**src/rtl/keypad_pkg.sv**
```systemverilog
// Shared definitions for the keypad matrix scanner.
// Contents: FSM state encoding, 4-bit key codes, the row/column-to-code map,
// a priority decoder for one sensed row, and the digit one-hot helper.
package keypad_pkg;

  typedef enum logic [1:0] {
    SCAN        = 2'd0,
    DEB_PRESS   = 2'd1,
    HELD        = 2'd2,
    DEB_RELEASE = 2'd3
  } state_e;

  localparam logic [3:0] K0     = 4'd0;
  localparam logic [3:0] K1     = 4'd1;
  localparam logic [3:0] K2     = 4'd2;
  localparam logic [3:0] K3     = 4'd3;
  localparam logic [3:0] K4     = 4'd4;
  localparam logic [3:0] K5     = 4'd5;
  localparam logic [3:0] K6     = 4'd6;
  localparam logic [3:0] K7     = 4'd7;
  localparam logic [3:0] K8     = 4'd8;
  localparam logic [3:0] K9     = 4'd9;
  localparam logic [3:0] KSTART = 4'd10;
  localparam logic [3:0] KSTOP  = 4'd11;
  localparam logic [3:0] KCLEAR = 4'd12;
  localparam logic [3:0] KNONE  = 4'd15;

  function automatic logic [3:0] key_map(input logic [1:0] row, input logic [1:0] col);
    logic [3:0] code;
    case ({row, col})
      4'b00_00: code = K1;
      4'b00_01: code = K2;
      4'b00_10: code = K3;
      4'b00_11: code = KSTART;
      4'b01_00: code = K4;
      4'b01_01: code = K5;
      4'b01_10: code = K6;
      4'b01_11: code = KSTOP;
      4'b10_00: code = K7;
      4'b10_01: code = K8;
      4'b10_10: code = K9;
      4'b10_11: code = KCLEAR;
      4'b11_01: code = K0;
      default:  code = KNONE;
    endcase
    return code;
  endfunction

  // Walk from the highest column down so the lowest mapped low column wins;
  // unmapped positions never override.
  function automatic logic [3:0] key_decode(input logic [1:0] row, input logic [3:0] col_n);
    logic [3:0] code;
    code = KNONE;
    for (int c = 3; c >= 0; c--) begin
      if (!col_n[c] && key_map(row, 2'(c)) != KNONE) code = key_map(row, 2'(c));
    end
    return code;
  endfunction

  function automatic logic [9:0] digit_onehot(input logic [3:0] code);
    return (code <= K9) ? (10'd1 << code) : 10'd0;
  endfunction

endpackage

```
**src/rtl/key_debounce_counter.sv**
```systemverilog
// Saturating stability counter used for both press and release debounce.
// Ports: clock, reset (sync, active-high), clr_i (clear to zero, wins over
// increment), inc_i (count one stable sample), tc_o (count is one short of
// DEBOUNCE_CYCLES, so the next stable sample completes the debounce).
module key_debounce_counter #(
  parameter int unsigned DEBOUNCE_CYCLES = 4
) (
  input  logic clock,
  input  logic reset,
  input  logic clr_i,
  input  logic inc_i,
  output logic tc_o
);

  localparam int unsigned CW = $clog2(DEBOUNCE_CYCLES + 1);

  logic [CW-1:0] cnt_q, cnt_d;

  always_comb begin
    cnt_d = cnt_q;
    if (clr_i) cnt_d = '0;
    else if (inc_i && cnt_q != CW'(DEBOUNCE_CYCLES)) cnt_d = cnt_q + 1'b1;
  end

  always_ff @(posedge clock) begin
    if (reset) cnt_q <= '0;
    else       cnt_q <= cnt_d;
  end

  assign tc_o = (cnt_q == CW'(DEBOUNCE_CYCLES - 1));

endmodule

```
**src/rtl/keypad_matrix_scanner.sv**
```systemverilog
// 4x4 membrane keypad scanner with press/release debounce.
// Ports: clock, reset (sync, active-high); col_n column sense (active-low);
// row_n row drive (active-low, one-cold); keypad one-hot digit; startn,
// stopn, clearn active-low command strobes; key_valid while a key is held.
//
// state       | meaning
// SCAN        | walk rows, look for any mapped key on the sampled row
// DEB_PRESS   | row held, counting stable samples of the latched key
// HELD        | key accepted, outputs asserted
// DEB_RELEASE | outputs still asserted, counting stable all-released samples
module keypad_matrix_scanner
  import keypad_pkg::*;
#(
  parameter int unsigned SCAN_CYCLES     = 1,
  parameter int unsigned DEBOUNCE_CYCLES = 4
) (
  input  logic       clock,
  input  logic       reset,
  input  logic [3:0] col_n,
  output logic [3:0] row_n,
  output logic [9:0] keypad,
  output logic       startn,
  output logic       stopn,
  output logic       clearn,
  output logic       key_valid
);

  localparam int unsigned SW = (SCAN_CYCLES > 1) ? $clog2(SCAN_CYCLES) : 1;
  localparam logic [SW-1:0] SCAN_RELOAD = SW'(SCAN_CYCLES - 1);

  state_e        state_q, state_d;
  logic [1:0]    row_q, row_d;
  logic [SW-1:0] scan_cnt_q, scan_cnt_d;
  logic [3:0]    code_q, code_d;
  logic [3:0]    sync1_q, sync2_q;
  // Each synchronised sample carries the row that was driven when it was
  // taken, since the scan moves on while the sample is still in flight.
  logic [1:0]    tag1_q, tag2_q;
  logic [9:0]    keypad_q, keypad_d;
  logic          startn_q, startn_d, stopn_q, stopn_d, clearn_q, clearn_d;
  logic          valid_q, valid_d;
  logic          cnt_clr, cnt_inc, cnt_tc;
  logic [3:0]    sample;
  logic          on_row;

  key_debounce_counter #(.DEBOUNCE_CYCLES(DEBOUNCE_CYCLES)) u_deb (
    .clock (clock),
    .reset (reset),
    .clr_i (cnt_clr),
    .inc_i (cnt_inc),
    .tc_o  (cnt_tc)
  );

  assign sample = key_decode(tag2_q, sync2_q);
  assign on_row = (tag2_q == row_q);

  always_comb begin
    state_d    = state_q;
    row_d      = row_q;
    scan_cnt_d = scan_cnt_q;
    code_d     = code_q;
    keypad_d   = keypad_q;
    startn_d   = startn_q;
    stopn_d    = stopn_q;
    clearn_d   = clearn_q;
    valid_d    = valid_q;
    cnt_clr    = 1'b0;
    cnt_inc    = 1'b0;
    case (state_q)
      SCAN: begin
        if (sample != KNONE) begin
          code_d     = sample;
          row_d      = tag2_q;
          scan_cnt_d = SCAN_RELOAD;
          cnt_clr    = 1'b1;
          state_d    = DEB_PRESS;
        end else if (scan_cnt_q == '0) begin
          row_d      = row_q + 2'd1;
          scan_cnt_d = SCAN_RELOAD;
        end else begin
          scan_cnt_d = scan_cnt_q - 1'b1;
        end
      end
      DEB_PRESS: begin
        // Samples still in flight from rows scanned after detection are skipped.
        if (on_row) begin
          if (sample == code_q) begin
            cnt_inc = 1'b1;
            if (cnt_tc) begin
              state_d  = HELD;
              keypad_d = digit_onehot(code_q);
              startn_d = (code_q != KSTART);
              stopn_d  = (code_q != KSTOP);
              clearn_d = (code_q != KCLEAR);
              valid_d  = 1'b1;
            end
          end else begin
            cnt_clr    = 1'b1;
            scan_cnt_d = SCAN_RELOAD;
            state_d    = SCAN;
          end
        end
      end
      HELD: begin
        if (sample == KNONE) begin
          cnt_clr = 1'b1;
          state_d = DEB_RELEASE;
        end
      end
      DEB_RELEASE: begin
        if (sample != KNONE) begin
          state_d = HELD;
        end else if (cnt_tc) begin
          cnt_clr    = 1'b1;
          keypad_d   = '0;
          startn_d   = 1'b1;
          stopn_d    = 1'b1;
          clearn_d   = 1'b1;
          valid_d    = 1'b0;
          row_d      = row_q + 2'd1;
          scan_cnt_d = SCAN_RELOAD;
          state_d    = SCAN;
        end else begin
          cnt_inc = 1'b1;
        end
      end
      default: state_d = SCAN;
    endcase
  end

  always_ff @(posedge clock) begin
    if (reset) begin
      state_q    <= SCAN;
      row_q      <= 2'd0;
      scan_cnt_q <= SCAN_RELOAD;
      code_q     <= KNONE;
      sync1_q    <= 4'hF;
      sync2_q    <= 4'hF;
      tag1_q     <= 2'd0;
      tag2_q     <= 2'd0;
      keypad_q   <= '0;
      startn_q   <= 1'b1;
      stopn_q    <= 1'b1;
      clearn_q   <= 1'b1;
      valid_q    <= 1'b0;
    end else begin
      state_q    <= state_d;
      row_q      <= row_d;
      scan_cnt_q <= scan_cnt_d;
      code_q     <= code_d;
      sync1_q    <= col_n;
      sync2_q    <= sync1_q;
      tag1_q     <= row_q;
      tag2_q     <= tag1_q;
      keypad_q   <= keypad_d;
      startn_q   <= startn_d;
      stopn_q    <= stopn_d;
      clearn_q   <= clearn_d;
      valid_q    <= valid_d;
    end
  end

  assign row_n     = ~(4'b0001 << row_q);
  assign keypad    = keypad_q;
  assign startn    = startn_q;
  assign stopn     = stopn_q;
  assign clearn    = clearn_q;
  assign key_valid = valid_q;

endmodule

```
**config.mk**
```make
export PLATFORM = sky130hd
export DESIGN_NAME = keypad_matrix_scanner
export DESIGN_NICKNAME = d
export VERILOG_FILES = /design/src/rtl/keypad_pkg.sv /design/src/rtl/key_debounce_counter.sv /design/src/rtl/keypad_matrix_scanner.sv
export SDC_FILE = /design/constraint.sdc
export NUM_CORES = 1
export LEC_CHECK = 0
export BUFFER_PORTS_ARGS = -buffer_cell sky130_fd_sc_hd__buf_2
export CAP_MARGIN = 25
export CORE_MARGIN = 10
export CORE_UTILIZATION = 60
export CTS_BUF_LIST = sky130_fd_sc_hd__clkbuf_2
export DETAILED_ROUTE_END_ITERATION = 6
export HOLD_SLACK_MARGIN = 0.02
export PLACE_DENSITY = 0.82
export SLEW_MARGIN = 20
export SYNTH_ARGS = -nofsm -noshare
export SYNTH_HDL_FRONTEND = slang
export SYNTH_SLANG_ARGS = --single-unit
```
**constraint.sdc**
```tcl
create_clock -name clock -period 3.7 [get_ports clock]
set_clock_uncertainty 0.05 [all_clocks]
set_input_delay 0.37 -clock clock [delete_from_list [all_inputs] [get_ports clock]]
set_output_delay 0.37 -clock clock [all_outputs]
set_load 0.005 [all_outputs]
```
# --- Yosys cells after proc, flatten, opt, wreduce, memory -nomap -nowiden ---
# Cells that the tools add are included.
totals:
  register_bits: 38
  word_cells: 135
  inputBits: 6
op_classes:
  reduce_logical: 20
  eq_ne: 30
  bitwise: 1
  add_sub_neg: 3
  n_shift: 2
  magnitude_cmp: 1
  n_mux: 64
op_table:
  columns: ["op", "count"]
  rows:
  - ["10-bit 2-to-1 mux", 6]
  - ["4-bit != test (second input constant)", 8]
  - ["1-bit 2-to-1 mux", 29]
  - ["4-bit one-hot mux with 3 select lines", 2]
  - ["2-bit 2-to-1 mux", 11]
  - ["10-bit one-hot mux with 2 select lines", 1]
  - ["4-bit 2-to-1 mux", 4]
  - ["2-bit != test (second input constant)", 8]
  - ["4-bit one-hot mux with 4 select lines", 1]
  - ["3-bit != test (second input constant)", 4]
  - ["1-bit one-hot mux with 2 select lines", 5]
  - ["5-bit AND reduction", 2]
  - ["1-bit by 4-bit left shift with 10-bit output (first input constant)", 1]
  - ["3-bit one-hot mux with 3 select lines", 1]
  - ["2-bit equality test (second input constant)", 4]
  - ["2-bit one-hot mux with 4 select lines", 1]
  - ["6-bit AND reduction", 1]
  - ["1-bit logical AND", 5]
  - ["2-bit by 1-bit equality test with 1-bit output (second input constant)", 2]
  - ["4-bit equality test", 1]
  - ["4-bit equality test (second input constant)", 1]
  - ["4-bit <= comparator (second input constant)", 1]
  - ["1-bit logical NOT", 4]
  - ["2-bit logical NOT", 2]
  - ["other kinds (15)", 16]

# --- Logic depth before layout (Yosys ltp) ---
# Gate-level depths: netlist (run 1).
depth:
  word_depth: 13
  depth_mapped: 9

# --- Cells and area by module ---
# From an unflattened synthesis (run 1), not the netlist that was laid out.
hier_totals:
  cells_unflattened: 204
  hier_area_um2: 1896.8
modules_own_cells:
  columns: ["mod", "instances", "area_each_um2", "cells_per_inst"]
  rows:
  - ["keypad_matrix_scanner", 1, 1716.6, 186]
  - ["key_debounce_counter", 1, 180.2, 18]

# --- Least setup slack after synthesis (run 1) ---
# No wires, ideal clock.
synth_timing:
  path_kind: "register to register"
  from: "register sync2_q[0]"
  to: "register u_deb.cnt_q[1]"
  arrival_time_ns: 1.734
  n_path_buf: 0
  slack_ns: 1.800
  period_less_slack_ns: 1.900
  t_required_ns: 3.534
  stages_incl_launch_ff: 8
  setup_time_ns: 0.116
  path_cell_list: "dfxtp_1 -> inv_2 -> o311a_1 -> or3_1 -> and4_4 -> a21oi_2 -> mux2i_1 -> nor2b_1"
synth_between:
  elab_chain_len: 8
synth_lines:
  columns: ["item", "line_no", "text"]
  rows:
  - ["start, declared", "keypad_matrix_scanner.sv:35", "logic [3:0] sync1_q, sync2_q;"]
  - ["start signal, assigned", "keypad_matrix_scanner.sv:152", "sync2_q <= sync1_q;"]
  - ["1-bit logical NOT (*)", "keypad_pkg.sv:55", "if (!col_n[c] && key_map(row, 2'(c)) != KNONE) code = key_map(row, 2'(c));"]
  - ["1-bit logical AND (*)", "keypad_pkg.sv:55", null]
  - ["4-bit 2-to-1 mux (*)", "keypad_pkg.sv:55", null]
  - ["4-bit equality test", "keypad_matrix_scanner.sv:87", "if (sample == code_q) begin"]
  - ["1-bit 2-to-1 mux", "keypad_matrix_scanner.sv:87", null]
  - ["1-bit 2-to-1 mux", "keypad_matrix_scanner.sv:86", "if (on_row) begin"]
  - ["1-bit one-hot mux with 4 select lines / 1-bit one-hot mux with 2 select lines (equally long branches)", "keypad_matrix_scanner.sv:69", "case (state_q)"]
  - ["2-bit OR reduction (no source line) / 1-bit logical AND (equally long branches)", null, null]
  - ["end signal, assigned", "key_debounce_counter.sv:27", "else cnt_q <= cnt_d;"]
  - ["end, declared", "key_debounce_counter.sv:17", "logic [CW-1:0] cnt_q, cnt_d;"]
# Mark *: on every way between the ends. The rest lies on a longest branch, timed or not.
# A chain may end at the register's enable or synchronous reset.

# --- Worst setup path after layout (run 1) ---
layout_timing:
  from: "register sync2_q[0]"
  to: "register startn_q, in the netlist startn"
layout_between:
  elab_chain_len: 6
layout_lines:
  columns: ["item", "line_no", "text"]
  rows:
  - ["1-bit logical NOT (*)", "keypad_pkg.sv:55", null]
  - ["1-bit logical AND (*)", "keypad_pkg.sv:55", null]
  - ["4-bit 2-to-1 mux (*)", "keypad_pkg.sv:55", null]
  - ["4-bit equality test / 4-bit != test (equally long branches)", "keypad_matrix_scanner.sv:87, keypad_matrix_scanner.sv:111", null]
  - ["2-bit != test (no source line)", null, null]
  - ["6-bit AND reduction (no source line) (*)", null, null]
  - ["end signal, assigned", "keypad_matrix_scanner.sv:156", "startn_q <= startn_d;"]
  - ["end, declared", "keypad_matrix_scanner.sv:40", "logic startn_q, startn_d, stopn_q, stopn_d, clearn_q, clearn_d;"]
# Marked as above.

==> results of run 1 <==
-- metal layers --
metal | part of all wire [%] | global-route usage (%) | vias up | wire (um)
met4 | 1.7 | 5.49 | 0 | 60
met3 | 5.6 | 4.72 | 6 | 196
met1 | 45 | 14.6 | 663 | 1600
met2 | 47 | 19.9 | 34 | 1670
li1 | - | - | 759 | -
met5 | 0 | 0 | - | 0
-- layout make-up --
class                           instances  area [um^2]
Fill cell                             276         1020
Clock inverter                          1         3.75
Inverter                               13         48.8
Tap cell                               44         55.1
Clock buffer                            6         30.0
Multi-Input combinational cell        153         1020
Sequential cell                        37          741
Timing Repair Buffer                   23          115
-- sequential cells by signal, summed over array words and instances, names as in the netlist --
| name | flops |
|---|---|
| state_q | 2 |
| stopn | 1 |
| tag1_q | 2 |
| tag2_q | 2 |
| code_q | 4 |
| startn | 1 |
| sync1_q | 4 |
| clearn | 1 |
| key_valid | 1 |
| u_deb.cnt_q | 3 |
| row_q | 2 |
| sync2_q | 4 |
| keypad | 10 |
-- placed cells by master (no fill, tap or decap), types with 7 or more instances in the layout --
cell type  Yosys  routed
buf_2          0      23
o21ai_0        7       7
inv_1         12      12
mux2i_1       16      16
nand2b_1       8       8
or2_2          8       8
dfxtp_1       37      37
ha_1           7       7
nand2_1       30      30
nor2_1        11      11
-- through the flow --
| step | setup WS [ns] | total power, uW |
|---|---|---|
| floorplan | 1.80 | 539 |
| global placement | 1.55 | 563 |
| detailed placement | 1.52 | 567 |
| CTS | 1.43 | 732 |
| global route | 1.30 | 765 |
| finish | 1.47 | 728 |
-- report_power, final --
part | switching [uW] | total (uW) | internal, uW
registers | 23.7 | 439 | 415
logic | 64.7 | 120 | 55.1
clock network | 126 | 170 | 44.0
total | 214 | 728 | 514
-- worst reg2reg max path, stage by stage, from the launching register on --
cell and delay [ns]:
dfxtp_1 0.51, inv_2 0.08, o311a_1 0.37, or3_1 0.31
and4_4 0.17, nand3_2 0.07, a21o_1 0.35, mux2i_1 0.27
-- worst min-delay path by stage --
stage	endpoint	startpoint	slack [ns]	depth (start not counted)
floorplan	sync2_q[0]$_SDFF_PP1_	sync1_q[0]$_SDFF_PP1_	0.34	1
global placement	sync2_q[3]$_SDFF_PP1_	sync1_q[3]$_SDFF_PP1_	0.34	1
detailed placement	sync2_q[0]$_SDFF_PP1_	sync1_q[0]$_SDFF_PP1_	0.34	1
CTS	sync1_q[1]$_SDFF_PP1_	col_n[1]	0.10	2
global route	sync1_q[2]$_SDFF_PP1_	col_n[2]	0.08	2
finish	sync1_q[2]$_SDFF_PP1_	col_n[2]	0.11	2
-- cells by family after synthesis --
logic type,Yosys count,share of synthesized area [%]
muxes,17,9.34
xor gates and xnor gates,4,1.87
AOI/OAI and AO/OA,33,11.9
DFF,37,39.5
and+or+nand+nor,92,26.5
adders and majority gates,7,4.67
buffers and inverters,23,6.20
==> reports/qor.yml, run 1 <==
start_kind: "flop"
hold_violations: 0
rsz0062_at_grt: "no"
ant_nets: 0
path_buf_inv: 1
antenna_found_initial: 0
cp.required_ns: 3.97
async_flop_share_pct: 0
clk-insertion-delay-late_ns: 0.39
crit_family: "compound AO/OA/AOI/OAI gates"
final_cells: 277
finalMaxSlewViolations: 0
remaining_drc_errors: 0
period_minus_slack_ns: 2.23
dp.cells: 270
wl_per_cell_um: 12.7
nNetsFinal: 246
synth-seq-cells: 37
syn_avg_cell_area_um2: 8.81
r2r-start: "sync2_q[0]$_SDFF_PP1_"
dr.pass1.iters: 4
rrSetupSlack_ns: 1.47
clk_pin_slew_ns: 0.16
clock.fmax_mhz: 448
htreeDepth: 2
worstRegToRegCells: 7
gp_congestion: 0.790
yosysMostFrequentCell: "dfxtp_1"
crit_slowest_cell: "dfxtp_1"
synth_seq_area_share_pct: 39.5
maxCapViolCount: 0
leakagePower_uw: 0.000912
synth_common_cells: "dfxtp_1, nand2_1, mux2i_1, inv_1, nor2_1"
hpwl_mm: 2.61
tns_ns: 0
cts_setup_buffers: 0
via_per_inst: 5.28
min_path_type: "primary input to flop"
core_um2: 3030
cts_buffers: 5
area_growth_syn_to_layout_pct: 7.27
grt_use_total_pct: 12.5
cts_resized: 0
setup_viol: 0
first_global_vias: 1343
fp.dieW_um: 75.9
max-vdd-ir-drop_mv: 0.243
critPathKind: "flop to flop"
crit_end: "startn$_SDFFE_PP1P_"
start_util_pct: 61.9
cts_tree: "yes"
dieArea_um2: 5760
cp.arrival_ns: 2.50
io_buffers: 23
ios: 24
drtIter0Drc: 93
synth_top_area_share_pct: 39.5
whs_ns: 0.106
yosysTopAreaCell: "dfxtp_1"
synth_edf_count: 0
rr_endpoint: "startn$_SDFFE_PP1P_"
synth_area_leaders: "dfxtp_1, mux2i_1, nand2_1"
end_kind: "flop"
max_stage_delay_ns: 0.51
num_vias: 1462
utilization_pct: 66.4
cp-startpoint: "sync2_q[0]$_SDFF_PP1_"
worstMarginPinSlew_ns: 0.723
drive_above_1_share_pct: 19.3
grt_first_pass_wirelength_mm: 6.15
syn_area_um2: 1880
status: "complete, no violations"
wirelength_mm: 3.53
critPathMaxFanout: 8
cts_buffer_depth: 2
die_height_um: 75.9
post-route-period-util_pct: 60.4
cts_hold_buf: 0
power_density_nw_per_um2: 362
cp_cell_sequence: "inv_2, o311a_1, or3_1, and4_4, nand3_2, a21o_1, mux2i_1"
cp.depth: 7
postLayoutCellArea_um2: 2010
synth_cell_types: 47
cts.sinks: 37
synth_warnings: 0
cts-root-buf: "clkbuf_2"
grt_max_degree: 33
synth_flop_cell: "dfxtp_1"
place_area_um2: 1980
synthCells: 213
synth.net_count: 226
antenna_cells: 0
rows: 20
grt_remaining_overflow: 0
max-slew-margin-rel_pct: 51.4
No activity file was read; power rests on OpenSTA's default activity.
==> inputs of run 2 (changes only) <==
Settings changed: CORE_UTILIZATION 60 to 59, PLACE_DENSITY 0.82 to 0.81.
Clock period 3.7 ns to 2.1 ns, I/O delays scaled along.
==> run 2 against run 1 <==
  * Fmax rose by 13%
  * Worst setup slack got worse by 1.3 ns
  * Critical path depth rose by 1
  * Sequential power rose by 75%
  * Sequential cell count did not move
  * Count of clock-buffer cells in the layout fell by 1
  * First-iteration DRC count fell by 9.7%
  * Global-route usage barely moved
  * Critical path type unchanged
==> reports/qor.yml, run 2 (same netlist as run 1, synthesis figures left out) <==
cts_buffer_depth: 2  # unchanged
place_ws_ns: -0.0328  # was 1.52 ns
critPathMaxFanout: 7  # was 8
max_stage_delay_ns: 0.39  # was 0.51 ns
clk_pin_slew_ns: 0.17  # was 0.16 ns
max-vdd-ir-drop_mv: 0.567  # was 0.243 mV
start_util_pct: 61.4  # was 61.9%
rows: 20  # unchanged
ios: 24  # unchanged
period_minus_slack_ns: 1.98  # was 2.23 ns
cts_buffers: 5  # unchanged
wl_per_cell_um: 12.4  # was 12.7 um
grt_first_pass_wirelength_mm: 6.19  # was 6.15 mm
cp_cell_sequence: "nor2b_1, o311a_1, or3_1, and4_4, nand3_2, a21o_1, buf_12, mux2i_1"  # was inv_2, o311a_1, or3_1, and4_4, nand3_2, a21o_1, mux2i_1
hpwl_mm: 2.65  # was 2.61 mm
cts-root-buf: "clkbuf_2"  # unchanged
worstMarginPinSlew_ns: 0.686  # was 0.723 ns
die_height_um: 76.4  # was 75.9 um
htreeDepth: 2  # unchanged
clk-insertion-delay-late_ns: 0.41  # was 0.39 ns
grt_remaining_overflow: 0  # unchanged
grt_max_degree: 33  # unchanged
path_buf_inv: 1  # unchanged
tns_ns: 0  # unchanged
dr.pass1.iters: 5  # was 4
end_kind: "flop"  # unchanged
maxCapViolCount: 0  # unchanged
ant_nets: 0  # unchanged
busiest_layer: "met2"  # unchanged
via_per_inst: 5.15  # was 5.28
power_density_nw_per_um2: 669  # was 362 nW/um^2
first_global_vias: 1443  # was 1,343
io_buffers: 23  # unchanged
rsz0062_at_grt: "no"  # unchanged
fp.dieW_um: 76.4  # was 75.9 um
cp.arrival_ns: 2.25  # was 2.50 ns
drive_above_1_share_pct: 25.2  # was 19.3%
status: "complete, no violations"  # unchanged
gp_congestion: 0.860  # was 0.790
drtIter0Drc: 84  # was 93
setup_viol: 0  # unchanged
critPathKind: "flop to flop"  # unchanged
place_area_um2: 2050  # was 1980 um^2
wirelength_mm: 3.60  # was 3.53 mm
grt_use_total_pct: 12.5  # about the same
num_vias: 1493  # was 1,462
start_kind: "flop"  # unchanged
area_growth_syn_to_layout_pct: 15.9  # was 7.27%
finalMaxSlewViolations: 0  # unchanged
final_common_cell: "dfxtp_1"  # unchanged
cts_setup_buffers: 0  # unchanged
remaining_drc_errors: 0  # unchanged
postLayoutCellArea_um2: 2170  # was 2010 um^2
crit_slowest_cell: "dfxtp_2"  # was dfxtp_1
crit_family: "simple AND/OR/NAND/NOR gates"  # was compound AO/OA/AOI/OAI gates
antenna_cells: 0  # unchanged
post-route-period-util_pct: 94.1  # was 60.4%
cts_tree: "yes"  # unchanged
met3_usage_pct: 3.89  # was 4.72%
nNetsFinal: 258  # was 246
max-slew-margin-rel_pct: 53.9  # was 51.4%
largest_reg_flops: 10  # unchanged
cts.sinks: 37  # unchanged
met1_usage_pct: 14.8  # was 14.6%
clock.fmax_mhz: 506  # was 448 MHz
antenna_found_initial: 0  # unchanged
use_met2_pct: 20.4  # was 19.9%
hold_violations: 0  # unchanged
dieArea_um2: 5830  # was 5760 um^2
finalWorstSetupSlack_ns: 0.125  # was 1.47 ns
p_total_uw: 1450  # was 728 uW
final_cell_mix: "dfxtp_1, nand2_1, buf_2"  # unchanged
leakagePower_uw: 0.000986  # was 0.000912 uW
core_um2: 3050  # was 3030 um^2
min_path_type: "primary input to flop"  # unchanged
cp.required_ns: 2.38  # was 3.97 ns
run 2: final timing paths:
kind,endpoint,from,depth (start not counted),slack (ns)
setup / recovery,keypad[9]$_SDFFE_PP0P_,sync2_q[1]$_SDFF_PP1_,8,0.12
hold / removal,tag1_q[1]$_SDFF_PP0_,reset,2,0.22
setup reg to reg,keypad[9]$_SDFFE_PP0P_,sync2_q[1]$_SDFF_PP1_,8,0.12
hold reg to reg,sync2_q[2]$_SDFF_PP1_,sync1_q[2]$_SDFF_PP1_,1,0.38
run 2: cell type report:
cell class / instances / area (um^2)
timing repair buffer: 35 / 228
clock buffer: 5 / 25.0
clock inverter: 3 / 41.3
inverter: 13 / 48.8
fill: 266 / 880
multi-input combinational: 153 / 1030
tap: 44 / 55.1
sequential: 37 / 747
run 2: metal layers:
layer | vias to the layer above | wire [um]
met3 | 10 | 152
met4 | 0 | 62
met1 | 672 | 1740
li1 | 784 | -
met2 | 27 | 1640
met5 | - | 0
run 2: where the power goes:
part	leakage (uW)	internal, uW	switching (uW)	total [uW]
logic	0.000647	120	126	246
registers	0.000302	732	36.6	769
clock network	0.0000366	197	242	439
total	0.000986	1050	404	1450
run 2: through the flow:
step                      cells  utilization [%]  hold WS, ns
after CTS                   290             70.9        0.217
after detailed placement    278             67.2        0.345
after floorplan             213                -        0.264
final                       290             71.2        0.218
after global routing        290             71.2        0.253
after global placement      278             67.2        0.342
run 2: what timing repair did:
action | 4_1_cts | 5_1_grt
hold endpoints to repair | 4 | 0
setup endpoints to repair | 2 | 19
cloned | 0 | 0
resized for setup | 2 | 6
hold buffers | 4 | 0
==> inputs of run 3 (changes only) <==
Settings changed: CORE_UTILIZATION 59 to 57, CTS_BUF_LIST sky130_fd_sc_hd__clkbuf_2 to sky130_fd_sc_hd__clkbuf_8 sky130_fd_sc_hd__clkbuf_16, PLACE_DENSITY 0.81 to 0.79.
==> run 3 against run 2 <==
  * Critical path type unchanged
  * Highest routed layer unchanged
  * Cell count decreased by 1.4%
  * Sequential cell count did not move
  * Clock power rose by 6.2%
  * Largest cell class unchanged
  * Fmax shrank 0.41%
  * Final area decreased by 0.23%
==> reports/qor.yml, run 3 (same netlist as run 1, synthesis figures left out) <==
status: "complete, no violations"  # unchanged
p_clk_share_pct: 31.5  # was 30.2%
pwr-share-seq_pct: 52.1  # was 52.9%
clk_pin_slew_ns: 0.07  # was 0.17 ns
antenna_cells: 0  # unchanged
leakagePower_uw: 0.000984  # was 0.000986 uW
max-slew-margin-rel_pct: 56.0  # was 53.9%
cp.required_ns: 2.23  # was 2.38 ns
htreeDepth: 2  # unchanged
start_util_pct: 60.4  # was 61.4%
max_stage_delay_ns: 0.42  # was 0.39 ns
setup_viol: 0  # unchanged
first_global_vias: 1485  # was 1,443
rows: 20  # unchanged
wirelength_mm: 3.64  # was 3.60 mm
wl_met2_mm: 1.73  # was 1.64 mm
intPower_uw: 1070  # was 1050 uW
hpwl_mm: 2.70  # was 2.65 mm
rrSetupSlack_ns: 0.12  # about the same
r2r-start: "tag2_q[0]$_SDFF_PP0_"  # was sync2_q[1]$_SDFF_PP1_
power_density_nw_per_um2: 682  # was 669 nW/um^2
io_buffers: 23  # unchanged
place_ws_ns: -0.0547  # was -0.0328 ns
grt_first_pass_wirelength_mm: 6.24  # was 6.19 mm
cts_buffers: 5  # unchanged
dieArea_um2: 5980  # was 5830 um^2
die_height_um: 77.4  # was 76.4 um
cts_buffer_depth: 2  # unchanged
switching_share_pct: 27.7  # was 27.8%
cts-root-buf: "clkbuf_8"  # was clkbuf_2
hold_violations: 0  # unchanged
drtIter0Drc: 45  # was 84
routed-wl-met3_um: 239  # was 152 um
period_minus_slack_ns: 1.98  # about the same
cp_cell_sequence: "mux2_4, a32oi_2, xnor2_1, nor3_2, nand3_2, a21o_1, buf_12, mux2i_1"  # was nor2b_1, o311a_1, or3_1, and4_4, nand3_2, a21o_1, buf_12, mux2i_1
finalMaxSlewViolations: 0  # unchanged
drive_above_1_share_pct: 25.6  # was 25.2%
final_common_cell: "dfxtp_1"  # unchanged
rr_endpoint: "keypad[8]$_SDFFE_PP0P_"  # was keypad[9]$_SDFFE_PP0P_
max-vdd-ir-drop_mv: 0.506  # was 0.567 mV
start_kind: "flop"  # unchanged
worstMarginPinSlew_ns: 0.654  # was 0.686 ns
grt_use_total_pct: 12.6  # was 12.5%
fillers: 284  # was 266
ant_nets: 0  # unchanged
m1WireLength_mm: 1.63  # was 1.74 mm
utilization_pct: 69.9  # was 71.2%
grt_remaining_overflow: 0  # unchanged
wl_per_cell_um: 12.7  # was 12.4 um
ios: 24  # unchanged
nNetsFinal: 254  # was 258
switchingPower_uw: 409  # was 404 uW
antenna_found_initial: 0  # unchanged
post-route-period-util_pct: 94.4  # was 94.1%
via_per_inst: 5.28  # was 5.15
end_kind: "flop"  # unchanged
rsz0062_at_grt: "yes"  # was no
gp_congestion: 0.899  # was 0.860
crit_end: "keypad[8]$_SDFFE_PP0P_"  # was keypad[9]$_SDFFE_PP0P_
cts_setup_buffers: 0  # unchanged
cp.arrival_ns: 2.11  # was 2.25 ns
cts_tree: "yes"  # unchanged
finalWorstSetupSlack_ns: 0.117  # was 0.125 ns
core_um2: 3100  # was 3050 um^2
place_area_um2: 2050  # unchanged
critPathKind: "flop to flop"  # unchanged
maxCapViolCount: 0  # unchanged
num_vias: 1509  # was 1,493
min_path_type: "primary input to flop"  # unchanged
final_cell_mix: "dfxtp_1, nand2_1, buf_2"  # unchanged
crit_slowest_cell: "dfxtp_2"  # unchanged
dr.pass1.iters: 4  # was 5
worstRegToRegCells: 8  # unchanged
highest_layer: "met4"  # unchanged
cts_hold_buf: 0  # was 4
whs_ns: 0.0477  # was 0.218 ns
grt_max_degree: 33  # unchanged
postLayoutCellArea_um2: 2170  # about the same
clk-insertion-delay-late_ns: 0.29  # was 0.41 ns
cp-startpoint: "tag2_q[0]$_SDFF_PP0_"  # was sync2_q[1]$_SDFF_PP1_
p_comb_share_pct: 16.4  # was 16.9%
clock.fmax_mhz: 504  # was 506 MHz
critPathMaxFanout: 9  # was 7
remaining_drc_errors: 0  # unchanged
fp.dieW_um: 77.4  # was 76.4 um
cts.sinks: 37  # unchanged
largest_reg_flops: 10  # unchanged
area_growth_syn_to_layout_pct: 15.6  # was 15.9%
[run 3: cell count changes in the layout (fill, tap and decap cells not counted), moves of 2 or more]
cell           change
clkbuf_2           -5
clkbuf_8           +5
dlygate4sd3_1      -4
dfxtp_2            -3
clkinv_2           +2
dfxtp_1            +2
[run 3: power groups by stage]
stage / clock (uW) / combinational [uW] / sequential (uW)
after global placement: 0 / 228 / 783
after CTS: 482 / 236 / 769
after floorplan: 0 / 183 / 767
after detailed placement: 0 / 232 / 785
after global routing: 511 / 271 / 775
final: 466 / 242 / 770
[run 3: layer usage]
metal  global-route usage, %  vias to the layer above
li1                        -                      777
met1                    13.6                      696
met2                    20.1                       31
met3                    6.57                        5
met4                    5.66                        0
met5                       0                        -
[run 3: timing repair]
action                                  in CTS  in global routing
endpoints found under the setup margin       9                 20
resized for setup                            3                  7
pin swaps                                    0                  1
endpoints found under the hold margin        0                  0
[run 3: per-stage QoR]
step                setup TNS, ns  power, uW  instances
detailed placement         -0.141       1020        278
floorplan                       0        950        213
CTS                             0       1490        286
global placement                0       1010        278
global route              -0.0189       1560        286
finish                          0       1480        286
[run 3: cell type report]
| cell class | instances | area, um^2 | share of cell area [%] |
|---|---|---|---|
| Clock buffer | 5 | 68.8 | 3.17 |
| Clock inverter | 3 | 13.8 | 0.635 |
| Inverter | 13 | 48.8 | 2.25 |
| Multi-Input combinational cell | 153 | 1050 | 48.3 |
| Sequential cell | 37 | 747 | 34.4 |
| Tap cell | 44 | 55.1 | 2.54 |
| Timing Repair Buffer | 31 | 188 | 8.66 |
[run 3: how the worst min path moves through the flow]
stage	startpoint	end	slack [ns]	depth (start not counted)
after floorplan	col_n[0]	sync1_q[0]$_SDFF_PP1_	0.26	1
after CTS	col_n[1]	sync1_q[1]$_SDFF_PP1_	0.04	2
after global placement	sync1_q[3]$_SDFF_PP1_	sync2_q[3]$_SDFF_PP1_	0.34	1
final	col_n[2]	sync1_q[2]$_SDFF_PP1_	0.05	2
after global routing	col_n[1]	sync1_q[1]$_SDFF_PP1_	0.03	2
after detailed placement	col_n[1]	sync1_q[1]$_SDFF_PP1_	0.35	2
[run 3: critical path: cells and delay by family (launching register included)]
family	cells	cell delay (ns)
simple gates	2	0.25
buf+inv	1	0.14
mux	2	0.44
flops	1	0.42
compound gates	2	0.43
xor+xnor	1	0.14
